[src/rtl/imem_boot_loader_if.sv]
// rtl/imem_boot_loader_if.sv - byte stream and instruction-memory write bundle for the boot loader
// Signals:
//   rx_data/rx_valid : stream byte and its qualifier (source -> loader)
//   rx_ready         : loader can take a byte this cycle (loader -> source)
//   imem_we          : one-cycle instruction memory write strobe
//   imem_waddr       : word address of the write
//   imem_wdata       : little-endian assembled word
// Modports: master = stream source / memory side, slave = loader.
interface imem_boot_loader_if #(
  parameter int ADDR_W = 10
);
  logic [7:0]        rx_data;
  logic              rx_valid;
  logic              rx_ready;
  logic              imem_we;
  logic [ADDR_W-1:0] imem_waddr;
  logic [31:0]       imem_wdata;

  modport master (
    output rx_data, rx_valid,
    input  rx_ready, imem_we, imem_waddr, imem_wdata
  );

  modport slave (
    input  rx_data, rx_valid,
    output rx_ready, imem_we, imem_waddr, imem_wdata
  );
endinterface

[src/rtl/imem_boot_loader.sv]
// rtl/imem_boot_loader.sv - loads a checksummed byte-stream program image into instruction memory
// Stream: LEN_LO, LEN_HI (word count N), 4*N little-endian data bytes, CHK (XOR of all prior bytes).
// Parameters:
//   ADDR_W  : instruction memory word-address width (capacity 2^ADDR_W words)
//   TIMEOUT : idle cycles while busy before aborting (0 disables)
// Ports:
//   clk, rst   : clock, asynchronous active-high reset
//   start      : begin a load (ignored while busy)
//   bus        : stream input and instruction memory write port (slave modport)
//   core_rst_n : low holds the core in reset; high only after a verified load
//   busy/done/err : load in progress / last load succeeded / last load failed
module imem_boot_loader #(
  parameter int ADDR_W  = 10,
  parameter int TIMEOUT = 1000000
) (
  input  logic                clk,
  input  logic                rst,
  input  logic                start,
  imem_boot_loader_if.slave   bus,
  output logic                core_rst_n,
  output logic                busy,
  output logic                done,
  output logic                err
);

  typedef enum logic [2:0] {
    S_IDLE, S_LEN0, S_LEN1, S_DATA, S_CHK, S_DONE, S_ERR
  } state_t;

  localparam logic [31:0] CAPACITY = 32'd1 << ADDR_W;
  localparam logic [31:0] TMO_LAST = (TIMEOUT > 0) ? 32'(TIMEOUT - 1) : 32'd0;

  state_t            state;
  state_t            state_nxt;
  logic              accept;
  logic [15:0]       len_reg;
  logic [15:0]       len_now;
  logic [ADDR_W-1:0] word_idx;
  logic [1:0]        lane;
  logic [23:0]       word_buf;
  logic [7:0]        acc;
  logic [31:0]       tmo_cnt;
  logic              tmo_hit;
  logic              last_word;

  assign accept  = bus.rx_valid & bus.rx_ready;
  // Full length as seen while LEN_HI is on the bus.
  assign len_now = {bus.rx_data, len_reg[7:0]};
  // Word index is compared against N-1; N was range-checked so the index never wraps mid-load.
  assign last_word = (32'(word_idx) == (32'(len_reg) - 32'd1));
  // The counter holds the number of idle busy cycles so far; hitting TIMEOUT-1 on a
  // further idle cycle means TIMEOUT consecutive cycles without a byte.
  assign tmo_hit = (TIMEOUT != 0) && !accept && (tmo_cnt == TMO_LAST);

  // State register
  always_ff @(posedge clk or posedge rst) begin
    if (rst) begin
      state <= S_IDLE;
    end else begin
      state <= state_nxt;
    end
  end

  // Next-state logic
  always_comb begin
    state_nxt = state;
    case (state)
      S_IDLE, S_DONE, S_ERR: begin
        if (start) state_nxt = S_LEN0;
      end
      S_LEN0: begin
        if (accept) state_nxt = S_LEN1;
      end
      S_LEN1: begin
        if (accept) begin
          if (len_now == 16'd0)                state_nxt = S_CHK;
          else if (32'(len_now) > CAPACITY)    state_nxt = S_ERR;
          else                                 state_nxt = S_DATA;
        end
      end
      S_DATA: begin
        if (accept && (lane == 2'd3) && last_word) state_nxt = S_CHK;
      end
      S_CHK: begin
        if (accept) state_nxt = (bus.rx_data == acc) ? S_DONE : S_ERR;
      end
      default: state_nxt = S_IDLE;
    endcase
    if (busy && tmo_hit) state_nxt = S_ERR;
  end

  // Output decode from registered state
  always_comb begin
    bus.rx_ready = 1'b0;
    busy         = 1'b0;
    done         = 1'b0;
    err          = 1'b0;
    core_rst_n   = 1'b0;
    case (state)
      S_LEN0, S_LEN1, S_DATA, S_CHK: begin
        bus.rx_ready = 1'b1;
        busy         = 1'b1;
      end
      S_DONE: begin
        done       = 1'b1;
        core_rst_n = 1'b1;
      end
      S_ERR: begin
        err = 1'b1;
      end
      default: ;
    endcase
  end

  // Datapath: length capture, word assembly, checksum, timeout and write port
  always_ff @(posedge clk or posedge rst) begin
    if (rst) begin
      len_reg        <= '0;
      word_idx       <= '0;
      lane           <= '0;
      word_buf       <= '0;
      acc            <= '0;
      tmo_cnt        <= '0;
      bus.imem_we    <= 1'b0;
      bus.imem_waddr <= '0;
      bus.imem_wdata <= '0;
    end else begin
      bus.imem_we <= 1'b0;
      if (start && !busy) begin
        word_idx <= '0;
        lane     <= '0;
        acc      <= '0;
        tmo_cnt  <= '0;
      end else if (busy) begin
        if (accept) begin
          tmo_cnt <= '0;
          if (state != S_CHK) acc <= acc ^ bus.rx_data;
          case (state)
            S_LEN0: len_reg[7:0]  <= bus.rx_data;
            S_LEN1: len_reg[15:8] <= bus.rx_data;
            S_DATA: begin
              if (lane == 2'd3) begin
                // Final byte goes straight into the write word, so the buffer only needs three lanes.
                bus.imem_we    <= 1'b1;
                bus.imem_waddr <= word_idx;
                bus.imem_wdata <= {bus.rx_data, word_buf};
                word_idx       <= word_idx + 1'b1;
                lane           <= 2'd0;
              end else begin
                case (lane)
                  2'd0:    word_buf[7:0]   <= bus.rx_data;
                  2'd1:    word_buf[15:8]  <= bus.rx_data;
                  default: word_buf[23:16] <= bus.rx_data;
                endcase
                lane <= lane + 2'd1;
              end
            end
            default: ;
          endcase
        end else begin
          tmo_cnt <= tmo_cnt + 32'd1;
        end
      end
    end
  end

endmodule

[src/flat_wrapper.sv]
// flat-port wrapper written by rule: the top's interface ports become plain ports
module imem_boot_loader_flat 
#(
  parameter int ADDR_W  = 10,
  parameter int TIMEOUT = 1000000
)
  (clk, rst, start, core_rst_n, busy, done, err, bus_rx_data, bus_rx_valid, bus_rx_ready, bus_imem_we, bus_imem_waddr, bus_imem_wdata);
  imem_boot_loader_if #(.ADDR_W(ADDR_W)) bus_i ();
  input  logic clk;
  input  logic rst;
  input  logic start;
  output logic core_rst_n;
  output logic busy;
  output logic done;
  output logic err;
  input wire logic [$bits(bus_i.rx_data)-1:0] bus_rx_data;
  input wire logic [$bits(bus_i.rx_valid)-1:0] bus_rx_valid;
  output wire logic [$bits(bus_i.rx_ready)-1:0] bus_rx_ready;
  output wire logic [$bits(bus_i.imem_we)-1:0] bus_imem_we;
  output wire logic [$bits(bus_i.imem_waddr)-1:0] bus_imem_waddr;
  output wire logic [$bits(bus_i.imem_wdata)-1:0] bus_imem_wdata;
  assign bus_i.rx_data = bus_rx_data;
  assign bus_i.rx_valid = bus_rx_valid;
  assign bus_rx_ready = bus_i.rx_ready;
  assign bus_imem_we = bus_i.imem_we;
  assign bus_imem_waddr = bus_i.imem_waddr;
  assign bus_imem_wdata = bus_i.imem_wdata;
  imem_boot_loader #(.ADDR_W(ADDR_W), .TIMEOUT(TIMEOUT)) u_core (.clk(clk), .rst(rst), .start(start), .bus(bus_i), .core_rst_n(core_rst_n), .busy(busy), .done(done), .err(err));
endmodule
[config.mk]
export PLATFORM = sky130hd
export DESIGN_NAME = imem_boot_loader_flat
export DESIGN_NICKNAME = d
export VERILOG_FILES = /design/src/rtl/imem_boot_loader_if.sv /design/src/rtl/imem_boot_loader.sv /design/src/flat_wrapper.sv
export SDC_FILE = /design/constraint.sdc
export NUM_CORES = 1
export LEC_CHECK = 0
export BUFFER_PORTS_ARGS = -buffer_cell sky130_fd_sc_hd__buf_2
export CORE_MARGIN = 3
export CORE_UTILIZATION = 38
export DETAILED_ROUTE_END_ITERATION = 10
export GPL_ROUTABILITY_DRIVEN = 0
export PLACE_DENSITY = 0.57
export REMOVE_ABC_BUFFERS = 1
export SLEW_MARGIN = 20
export SYNTH_ARGS = -nofsm -noshare
export SYNTH_HDL_FRONTEND = slang
export SYNTH_SLANG_ARGS = --single-unit
[constraint.sdc]
create_clock -name clk -period 4.45 [get_ports clk]
set_input_delay 0.6675 -clock clk [delete_from_list [all_inputs] [get_ports clk]]
set_output_delay 0.6675 -clock clk [all_outputs]
set_load 0.005 [all_outputs]
# [After elaboration in Yosys (flattened, before gate mapping)]
# Cells that the tools add are included.
[word_totals] ff_bits=138 in_bits=12 out_inout_bits=48
[classes] n_addsub=4 magnitude_cmp=1 n_eq_ne=17 mux=35 n_bitwise=5 reduce_logical=28
[ops] cell="32-bit 2-to-1 mux" n=3
[ops] cell="10-bit 2-to-1 mux" n=5
[ops] cell="32-bit by 1-bit adder with 32-bit output, second input constant" n=1
[ops] cell="10-bit by 32-bit equality test with 1-bit output" n=1
[ops] cell="32-bit by 20-bit equality test with 1-bit output, second input constant" n=1
[ops] cell="8-bit 2-to-1 mux" n=4
[ops] cell="3-bit 2-to-1 mux" n=8
[ops] cell="6-bit AND reduction" n=3
[ops] cell="16-bit by 1-bit subtractor with 17-bit output, second input constant" n=1
[ops] cell="16-bit by 11-bit greater-than comparator with 1-bit output, second input constant" n=1
[ops] cell="16-bit zero test" n=1
[ops] cell="3-bit case mux with 5 select lines" n=1
[ops] cell="2-bit 2-to-1 mux" n=6
[ops] cell="3-bit by 1-bit != test with 1-bit output, second input constant" n=4
[ops] cell="4-bit AND reduction" n=3
[ops] cell="10-bit by 1-bit adder with 10-bit output, second input constant" n=1
[ops] cell="5-bit AND reduction" n=2
[ops] cell="2-bit nonzero test" n=5
[ops] cell="3-bit equality test, second input constant" n=3
[ops] cell="8-bit equality test" n=1
[ops] cell="1-bit 2-to-1 mux" n=8
[ops] cell="8-bit XOR" n=1
[ops] cell="3-bit by 2-bit equality test with 1-bit output, second input constant" n=2
[ops] cell="3-bit AND reduction" n=2
[ops] cell="15 further kinds" n=22

# [Depth between registers and ports, before layout]
# Gate-level depths: netlist of the first run.
[logic_depth] word_depth=9 ltp_mapped=9

# [Worst setup path before layout of the first run]
# Ideal clock, no wire load.
[synth_timing] path_kind="register to register" startpoint="register u_core.len_reg[0]" endpoint="register u_core.state[1]" setup_time_ns=0.138 t_arrival_ns=2.195 path_slack_ns=2.117 path_stages_with_launch=9 cell_sequence="dfrtp_1 -> inv_1 -> ha_1 -> buf_4 -> or4b_4 -> o311ai_0 -> o211ai_1 -> a2111oi_4 -> o211ai_1"
[synth_via] elab_chain_cells=5 word_cells_on_any_way=10
[synth_rtl] element="start, declared" line="imem_boot_loader.sv:36" source="logic [15:0] len_reg;"
[synth_rtl] element="start signal, assigned" line="imem_boot_loader.sv:139" source="S_LEN0: len_reg[7:0] <= bus.rx_data;"
[synth_rtl] element="16-bit by 1-bit subtractor with 17-bit output or 16-bit zero test (tied branches)" line="imem_boot_loader.sv:50, imem_boot_loader.sv:76"
[synth_rtl] element="10-bit by 32-bit equality test with 1-bit output or 3-bit 2-to-1 mux (tied branches)" line="imem_boot_loader.sv:50, imem_boot_loader.sv:76"
[synth_rtl] element="1-bit logical AND or 3-bit 2-to-1 mux (tied branches)" line="imem_boot_loader.sv:82, imem_boot_loader.sv:75"
[synth_rtl] element="3-bit by 1-bit != test with 1-bit output (no line) or 3-bit case mux with 5 select lines (tied branches)"
[synth_rtl] element="5-bit AND reduction (no line) or 3-bit 2-to-1 mux (tied branches)"
[synth_rtl] element="end signal, assigned" line="imem_boot_loader.sv:60" source="state <= state_nxt;"
[synth_rtl] element="end, declared" line="imem_boot_loader.sv:33" source="state_t state;"
# Several ways; a longest one is shown, not always the timed one. The select of a mux whose other input is x is not followed.
# A chain may end at the register's enable or synchronous reset.

# [Final worst setup path of the first run]
# Same ends and word-level chain as after synthesis.

==> results of run 1 <==
[cell families after synthesis]
kind of cell / count (synthesis) / share of synthesized area [%]
compound gates: 115 / 10.8
xor+xnor: 39 / 4.99
fa+ha+maj: 8 / 1.46
buf+inv: 59 / 3.74
flops: 138 / 50.4
mux: 37 / 6.06
simple gates: 327 / 22.5
[worst max-delay path, stage by stage, from the launching register on]
cell and delay, ps:
dfrtp_1 410, inv_1 140, ha_1 320, or4b_4 520, o311ai_0 340, o211ai_1 210
a2111oi_4 400, o211ai_1 160
[cell usage after synthesis, types with 2 or more instances]
master / n / share of area, %
nand2_1: 161 / 8.8
dfrtp_1: 138 / 50
o21ai_0: 57 / 4.2
nor2_1: 53 / 2.9
mux2_2: 36 / 5.9
clkbuf_1: 31 / 1.7
xnor2_1: 22 / 2.8
a21oi_1: 17 / 1.2
nand4_1: 17 / 1.6
xor2_1: 17 / 2.2
nand3_1: 16 / 1.2
inv_1: 13 / 0.71
nand2b_1: 12 / 1.1
nor3_1: 11 / 0.80
and3_1: 10 / 0.91
nor4_1: 9 / 0.82
ha_1: 8 / 1.5
a22o_1: 6 / 0.77
and2_1: 5 / 0.46
buf_1: 5 / 0.27
o31ai_1: 5 / 0.55
or3_1: 5 / 0.46
a31oi_1: 4 / 0.37
and4_1: 4 / 0.51
buf_2: 4 / 0.29
buf_4: 4 / 0.44
nor2b_1: 4 / 0.37
a211oi_1: 3 / 0.33
nor3b_1: 3 / 0.33
or2_2: 3 / 0.27
a2111oi_4: 2 / 0.80
a211o_1: 2 / 0.26
buf_6: 2 / 0.33
nand3b_1: 2 / 0.22
nor3_2: 2 / 0.29
nor4b_1: 2 / 0.26
o211ai_1: 2 / 0.22
o21a_1: 2 / 0.22
o21bai_1: 2 / 0.22
o41ai_1: 2 / 0.26
[path summary, 6_finish.rpt]
path | start | endpoint | slack [ps]
worst max-delay path | u_core.len_reg[0]$_DFFE_PP0P_ | u_core.state[1]$_DFFE_PP0P_ | 1830
worst min-delay path | rst | u_core.bus.imem_waddr[9]$_DFFE_PP0P_ | 400
worst max register to register | u_core.len_reg[0]$_DFFE_PP0P_ | u_core.state[1]$_DFFE_PP0P_ | 1830
worst min register to register | u_core.word_buf[19]$_DFFE_PP0P_ | u_core.bus.imem_wdata[19]$_DFFE_PP0P_ | 460
max in group asynchronous | rst | u_core.bus.imem_wdata[26]$_DFFE_PP0P_ | 3160
min in group clk | u_core.word_buf[19]$_DFFE_PP0P_ | u_core.bus.imem_wdata[19]$_DFFE_PP0P_ | 460
[per-layer routing]
metal	wire length [um]	up-vias	part of all wire [%]
li1	-	2546	-
met3	582	11	3.8
met4	201	0	1.3
met1	7340	2578	48
met2	7220	106	47
met5	0	-	0
[through the flow]
step | instance area [um^2] | hold WS (ps)
2_1_floorplan | 6640 | 433
3_3_place_gp | 7270 | 452
3_5_place_dp | 7270 | 453
4_1_cts | 7880 | 469
5_1_grt | 7890 | 482
6_report | 7890 | 404
[final cells by class]
type	count	share of cell area, %
Clock buffer	20	5.66
Sequential cell	138	43.8
Inverter	13	0.714
Clock inverter	12	2.09
Tap cell	225	3.57
Timing Repair Buffer	65	4.32
Multi-Input combinational cell	526	39.8
[power by group through the flow]
stage	Clock (mW)	Combinational (mW)	Sequential (mW)
2_1_floorplan	0	0.933	1.85
3_3_place_gp	0	1.27	1.90
3_5_place_dp	0	1.31	1.92
4_1_cts	1.51	1.32	1.90
5_1_grt	1.55	1.48	1.96
6_report	1.47	1.31	1.90
[cell usage in the layout, fill, tap and decap left out, types with 3 or more instances in the layout]
| cell type | count |
|---|---|
| bufinv_16 | 3 |
| and2_1 | 5 |
| nor4_1 | 9 |
| and4_1 | 4 |
| nor2_1 | 53 |
| nor2b_1 | 4 |
| nor3_1 | 11 |
| nand2b_1 | 12 |
| nand2_1 | 161 |
| a22o_1 | 6 |
| clkinv_4 | 3 |
| and3_1 | 10 |
| nand4_1 | 17 |
| a21oi_1 | 17 |
| o31ai_1 | 5 |
| inv_1 | 12 |
| clkbuf_16 | 17 |
| o21ai_0 | 57 |
| ha_1 | 8 |
| buf_2 | 59 |
| nand3_1 | 16 |
| nor3b_1 | 3 |
| xor2_1 | 17 |
| dfrtp_1 | 138 |
| or3_1 | 5 |
| a211oi_1 | 3 |
| or2_2 | 3 |
| a31oi_1 | 4 |
| mux2_2 | 36 |
| buf_4 | 6 |
| xnor2_1 | 22 |
==> impl_metrics.json, run 1 <==
{
  "synth_cells": 723,
  "grt-ovfl-total": 0,
  "drv_slew": 0,
  "dieArea_um2": 19700,
  "yosysUniqueCellTypes": 60,
  "fp-row-count": 48,
  "n_antenna_cell": 0,
  "cts.sinks": 138,
  "power_leakage_nw": 3.74,
  "dr.pass1.iters": 5,
  "routed_via_density": 5.25,
  "routedWlPerCell_um": 15.4,
  "rsz0062_at_grt": "no",
  "crit_required_ps": 4730,
  "syn_area_um2": 6850,
  "fillCellCount": 1647,
  "yosysSeqAreaShare_pct": 50.4,
  "period_needed_ps": 2620,
  "swShare_pct": 33.6,
  "finalPower_mw": 4.68,
  "die_h_um": 140,
  "multi_input_area_um2": 3140,
  "layout.area.seq_um2": 3450,
  "drt-initial-drc-count": 327,
  "worst_slack_ps": 1830,
  "met3_usage_pct": 3.86,
  "instances_no_fill": 999,
  "top_usage_layer": "met2",
  "initial_utilization_pct": 39.2,
  "final.setup.tns_ps": 0,
  "finalCritPeriodShare_pct": 58.8,
  "antenna_found_initial": 0,
  "avgSynthCellArea_um2": 9.48,
  "slew-limit-headroom_pct": 45.0,
  "peakVddDrop_mv": 0.360,
  "drive_above_1_share_pct": 18.9,
  "dp_hpwl_um": 10500,
  "start_kind": "flop",
  "ant_nets": 0,
  "dp_slack_ps": 1850,
  "final_util_pct": 45.1,
  "ys_seq_elements": 138,
  "setup_violations": 0,
  "area.growth.synth_to_final_pct": 15.1,
  "synth_edf_count": 0,
  "pwr-share-clk_pct": 31.3,
  "arrival_ps": 2900,
  "final_hold_viol_count": 0,
  "grt_max_degree": 115,
  "grt_pass1_wl_um": 26000,
  "clock_skew_ps": 9.73,
  "critPathMaxFanout": 8,
  "fmax_ghz": 0.382,
  "clockRootBuffer": "clkbuf_16",
  "internal_power_mw": 3.11,
  "htree_levels": 4,
  "power_density_nw_per_um2": 593,
  "async_flop_share_pct": 100,
  "worstRegToRegCells": 7,
  "seq_power_share_pct": 40.7,
  "core_um2": 17500,
  "yosysWarnings": 0,
  "dpl.cell_count": 967,
  "cts_hold_buf": 0,
  "grt_pass1_vias": 5092,
  "tightest_slew_ps": 818,
  "cts_resized": 0,
  "largestRegisters": "u_core.bus.imem_wdata (32), u_core.tmo_cnt (32), u_core.word_buf (24)",
  "insertion_delay_ps": 420,
  "combPwrFrac_pct": 28.0,
  "cts_buffers": 17,
  "final_nets": 781,
  "use_met1_pct": 22.3,
  "switchingPower_mw": 1.57,
  "drv_cap": 0,
  "endpoint_kind": "flop",
  "portBuffers": 59,
  "drc": 0,
  "cts_buffer_depth": 2,
  "cts_post_setup_buffers_inserted": 0,
  "gr-usage-all-layers_pct": 16.2,
  "cts_tree": "yes",
  "gr-usage-met2_pct": 25.4,
  "critical_path_class": "flop to flop",
  "yosys_most_used_dff": "dfrtp_1",
  "io_pins": 60,
  "drt_wl_total_um": 15300,
  "vias": 5241,
  "outcome": "completed",
  "dieWidth_um": 140,
  "hold_class": "primary input to async pin",
  "clkTransAtPathRegs_ps": 60
}
(Power assumes the default switching activity.)
==> inputs of run 2 (changes only) <==
Settings changed: PLACE_DENSITY 0.57 to 0.55.
Clock period 4.45 ns to 2.6 ns, I/O delays scaled along.
==> impl_metrics.json, run 2 (same netlist as run 1, synthesis figures left out) <==
{
  "cts_tree": "yes",
  "largestRegisters": "u_core.bus.imem_wdata (32), u_core.tmo_cnt (32), u_core.word_buf (24)",
  "met3_usage_pct": 3.21,
  "multi_input_area_um2": 3140,
  "dieWidth_um": 140,
  "cts_buffers": 17,
  "drt-initial-drc-count": 368,
  "finalCritPeriodShare_pct": 91.9,
  "final_util_pct": 45.8,
  "critical_path_class": "flop to flop",
  "core_um2": 17500,
  "arrival_ps": 2680,
  "mostFrequentLayoutCell": "nand2_1",
  "gr-usage-all-layers_pct": 16.7,
  "crit_path_frequent_cell": "o211ai_1",
  "final_cell_mix": "161 x nand2_1, 138 x dfrtp_1, 59 x buf_2",
  "insertion_delay_ps": 430,
  "crit_end": "u_core.state[1]$_DFFE_PP0P_",
  "period_needed_ps": 2390,
  "clock_skew_ps": 13.2,
  "tightest_slew_ps": 624,
  "final_nets": 793,
  "portBuffers": 59,
  "clkTransAtPathRegs_ps": 60,
  "worstRegToRegCells": 7,
  "grt-ovfl-total": 0,
  "hold_class": "primary input to async pin",
  "dr.pass1.iters": 4,
  "die_h_um": 140,
  "critPathTopFamily": "compound AO/OA/AOI/OAI gates",
  "drive_above_1_share_pct": 20.6,
  "initial_utilization_pct": 39.2,
  "drv_slew": 0,
  "critPathMaxFanout": 4,
  "fmax_ghz": 0.419,
  "grt_pass1_vias": 5236,
  "final_cell_area_um2": 8000,
  "use_met1_pct": 23.7,
  "finalPower_mw": 8.12,
  "peakVddDrop_mv": 0.561,
  "grt_pass1_wl_um": 26600,
  "rrSetupSlack_ps": 210,
  "routed_via_density": 5.27,
  "layout.area.seq_um2": 3450,
  "cp.depth": 7,
  "worstPathCellList": "inv_1, ha_1, or4b_4, o311ai_1, o211ai_1, a2111oi_4, o211ai_1",
  "grt_max_degree": 56,
  "start_kind": "flop",
  "dp_hpwl_um": 10700,
  "drt_wl_total_um": 15800,
  "top_usage_layer": "met2",
  "max_stage_delay_ps": 500,
  "n_antenna_cell": 0,
  "antenna_found_initial": 0,
  "drc": 0,
  "cts.sinks": 138,
  "r2r-end": "u_core.state[1]$_DFFE_PP0P_",
  "ant_nets": 0,
  "power_density_nw_per_um2": 1020,
  "slowest_stage": "or4b_4",
  "outcome": "completed",
  "crit_buf_inv": 1,
  "io_pins": 60,
  "vias": 5326,
  "cts_buffer_depth": 2,
  "fp-row-count": 48,
  "slew-limit-headroom_pct": 58.4,
  "area.growth.synth_to_final_pct": 16.8,
  "clockRootBuffer": "clkbuf_16",
  "setup_violations": 0,
  "dieArea_um2": 19700,
  "startpoint": "u_core.len_reg[1]$_DFFE_PP0P_",
  "routedWlPerCell_um": 15.6,
  "power_leakage_nw": 3.81,
  "gr-usage-met2_pct": 25.5,
  "drv_cap": 0,
  "crit_required_ps": 2890,
  "reg2reg_from": "u_core.len_reg[1]$_DFFE_PP0P_",
  "place_area_um2": 7390,
  "final_hold_viol_count": 0,
  "endpoint_kind": "flop",
  "fillCellCount": 1646,
  "rsz0062_at_grt": "no",
  "htree_levels": 4,
  "cts_post_setup_buffers_inserted": 0
}
run 2: worst reg2reg max path, stage by stage (launching register included):
cell and delay (ps):
dfrtp_1 390, inv_1 130, ha_1 180, or4b_4 500, o311ai_1 280, o211ai_1 190
a2111oi_4 450, o211ai_1 150
run 2: power breakdown:
group	internal (mW)	total, mW	switching (mW)
combinational	1.09	2.36	1.27
sequential	2.73	3.21	0.478
clock	1.53	2.55	1.02
total	5.35	8.12	2.77
run 2: metrics by stage:
stage	TNS (ps)	setup slack [ps]	cells	hold slack (ps)
3_3_place_gp	0	239	979	451
3_5_place_dp	0	153	979	454
6_report	0	211	1011	21.1
4_1_cts	0	145	1011	38.8
2_1_floorplan	-212320	-1490	677	433
5_1_grt	0	27.6	1011	57.7
run 2: layout make-up:
class / instances / share of cell area [%]
clock inverters: 15 / 2.36
well taps: 225 / 3.52
repair buffers: 77 / 5.69
flip-flops and latches: 138 / 43.2
clock buffers: 17 / 5.32
multi-input cells: 526 / 39.3
inverters: 13 / 0.672
run 2: worst min path at each step:
stage	startpoint	cells past startpoint	slack, ps	to
6_report	rst	2	20	u_core.bus.imem_waddr[9]$_DFFE_PP0P_
3_3_place_gp	u_core.word_buf[14]$_DFFE_PP0P_	2	450	u_core.bus.imem_wdata[14]$_DFFE_PP0P_
4_1_cts	rst	2	40	u_core.bus.imem_waddr[0]$_DFFE_PP0P_
2_1_floorplan	u_core.word_buf[16]$_DFFE_PP0P_	2	430	u_core.bus.imem_wdata[16]$_DFFE_PP0P_
3_5_place_dp	u_core.word_buf[14]$_DFFE_PP0P_	2	450	u_core.bus.imem_wdata[14]$_DFFE_PP0P_
5_1_grt	rst	2	60	u_core.bus.imem_waddr[9]$_DFFE_PP0P_
run 2: per-layer routing:
| metal | vias to the layer above | routed length (um) |
|---|---|---|
| li1 | 2576 | - |
| met1 | 2638 | 7770 |
| met2 | 95 | 7290 |
| met3 | 17 | 553 |
| met4 | 0 | 184 |
| met5 | - | 0 |
run 2: what timing repair did:
action	4_1_cts	5_1_grt
endpoints found under the hold margin	0	0
endpoints found under the setup margin	0	2
gates resized for setup	0	3
hold buffers	0	0
==> inputs of run 3 (changes only) <==
Settings changed: PLACE_DENSITY 0.55 to default.
==> impl_metrics.json, run 3 (same netlist as run 1, synthesis figures left out) <==
{
  "outcome": "completed",
  "finalPower_mw": 7.88,
  "setup_violations": 0,
  "cts_hold_buf": 0,
  "routedWlPerCell_um": 15.3,
  "instances_no_fill": 1013,
  "ant_nets": 0,
  "grt_pass1_vias": 4969,
  "hold_ws_ps": 20.3,
  "cts_post_setup_buffers_inserted": 0,
  "fmax_ghz": 0.416,
  "core_um2": 17500,
  "dieArea_um2": 19700,
  "period_needed_ps": 2400,
  "dieWidth_um": 140,
  "area.growth.synth_to_final_pct": 16.1,
  "cts.sinks": 138,
  "insertion_delay_ps": 420,
  "clockRootBuffer": "clkbuf_16",
  "io_pins": 60,
  "portBuffers": 59,
  "peakVddDrop_mv": 0.525,
  "final_util_pct": 45.5,
  "routed_via_density": 5.12,
  "drc": 0,
  "grt_max_degree": 52,
  "hold_class": "primary input to async pin",
  "worstRegToRegCells": 7,
  "tightest_slew_ps": 575,
  "grt_pass1_wl_um": 26400,
  "fillCellCount": 1692,
  "n_antenna_cell": 0,
  "critical_path_class": "flop to flop",
  "final_hold_viol_count": 0,
  "antenna_found_initial": 0,
  "dpl.cell_count": 981,
  "endpoint_kind": "flop",
  "grt-ovfl-total": 0,
  "clock_skew_ps": 8.89,
  "largestRegisters": "u_core.bus.imem_wdata (32), u_core.tmo_cnt (32), u_core.word_buf (24)",
  "drive_above_1_share_pct": 20.3,
  "final_cell_mix": "161 x nand2_1, 138 x dfrtp_1, 59 x buf_2",
  "power_density_nw_per_um2": 991,
  "layout.area.seq_um2": 3450,
  "htree_levels": 4,
  "cts_buffers": 17,
  "start_kind": "flop",
  "final_nets": 795,
  "arrival_ps": 2690,
  "multi_input_area_um2": 3140,
  "mostFrequentLayoutCell": "nand2_1",
  "critPathMaxFanout": 4,
  "dp_hpwl_um": 10300,
  "r2r-end": "u_core.state[1]$_DFFE_PP0P_",
  "cts_resized": 0,
  "gr-usage-all-layers_pct": 16.6,
  "cts_tree": "yes",
  "initial_utilization_pct": 39.2,
  "power_leakage_nw": 3.79,
  "cts_buffer_depth": 2,
  "die_h_um": 140,
  "dr.pass1.iters": 4,
  "finalCritPeriodShare_pct": 92.5,
  "rsz0062_at_grt": "no",
  "reg2reg_from": "u_core.len_reg[0]$_DFFE_PP0P_",
  "slew-limit-headroom_pct": 61.3,
  "fp-row-count": 48,
  "drv_cap": 0,
  "drt-initial-drc-count": 362,
  "crit_required_ps": 2890,
  "clkTransAtPathRegs_ps": 60,
  "vias": 5191,
  "rrSetupSlack_ps": 200,
  "drv_slew": 0,
  "drt_wl_total_um": 15500
}
run 3: cell types whose count changed in the layout (fill, tap and decap cells not counted), sizes merged:
cell	before	now
bufinv	3	1
buf	77	79
clkbuf	17	20
inv	18	16
clkinv	6	7
run 3: per-layer routing:
layer	track usage (%)	vias to the layer above	share of wire (%)
met1	24.5	2495	50
met5	0	-	0
met2	24.7	92	45
met4	4.03	0	1.0
li1	-	2593	-
met3	3.79	11	3.5
run 3: layout make-up:
class	count	share of cell area, %
tap	225	3.54
multi-input combinational	526	39.5
sequential	138	43.4
clock buffer	20	5.62
inverter	13	0.677
clock inverter	12	1.46
timing repair buffer	79	5.76
run 3: through the flow:
stage / cell area [um^2] / TNS (ps) / setup slack [ps]
6_report: 7950 / 0 / 196
2_1_floorplan: 6640 / -212320 / -1490
5_1_grt: 7950 / 0 / 15.0
3_3_place_gp: 7390 / 0 / 234
3_5_place_dp: 7390 / 0 / 187
4_1_cts: 7950 / 0 / 201
run 3: worst max path at each step:
| stage | startpoint | end | slack, ps |
|---|---|---|---|
| finish | u_core.len_reg[0]$_DFFE_PP0P_ | u_core.state[1]$_DFFE_PP0P_ | 200 |
| global route | u_core.len_reg[0]$_DFFE_PP0P_ | u_core.state[1]$_DFFE_PP0P_ | 20 |
| CTS | u_core.len_reg[0]$_DFFE_PP0P_ | u_core.state[1]$_DFFE_PP0P_ | 200 |
| detailed placement | u_core.len_reg[0]$_DFFE_PP0P_ | u_core.state[1]$_DFFE_PP0P_ | 190 |
| global placement | u_core.len_reg[0]$_DFFE_PP0P_ | u_core.state[1]$_DFFE_PP0P_ | 230 |
| floorplan | rst | u_core.acc[0]$_DFFE_PP0P_ | -1490 |
run 3: report_power, final:
part | total [mW] | internal [mW] | leakage [nW] | switching, mW
sequential | 3.19 | 2.74 | 1.83 | 0.451
clock | 2.32 | 1.35 | 0.277 | 0.967
combinational | 2.37 | 1.10 | 1.69 | 1.27
run 3: critical path, cell delays in order, from the launching register on:
cell	delay (ps)
dfrtp_1	420
inv_1	120
ha_1	170
or4b_4	480
o311ai_0	330
o211ai_1	200
a2111oi_4	410
o211ai_1	150
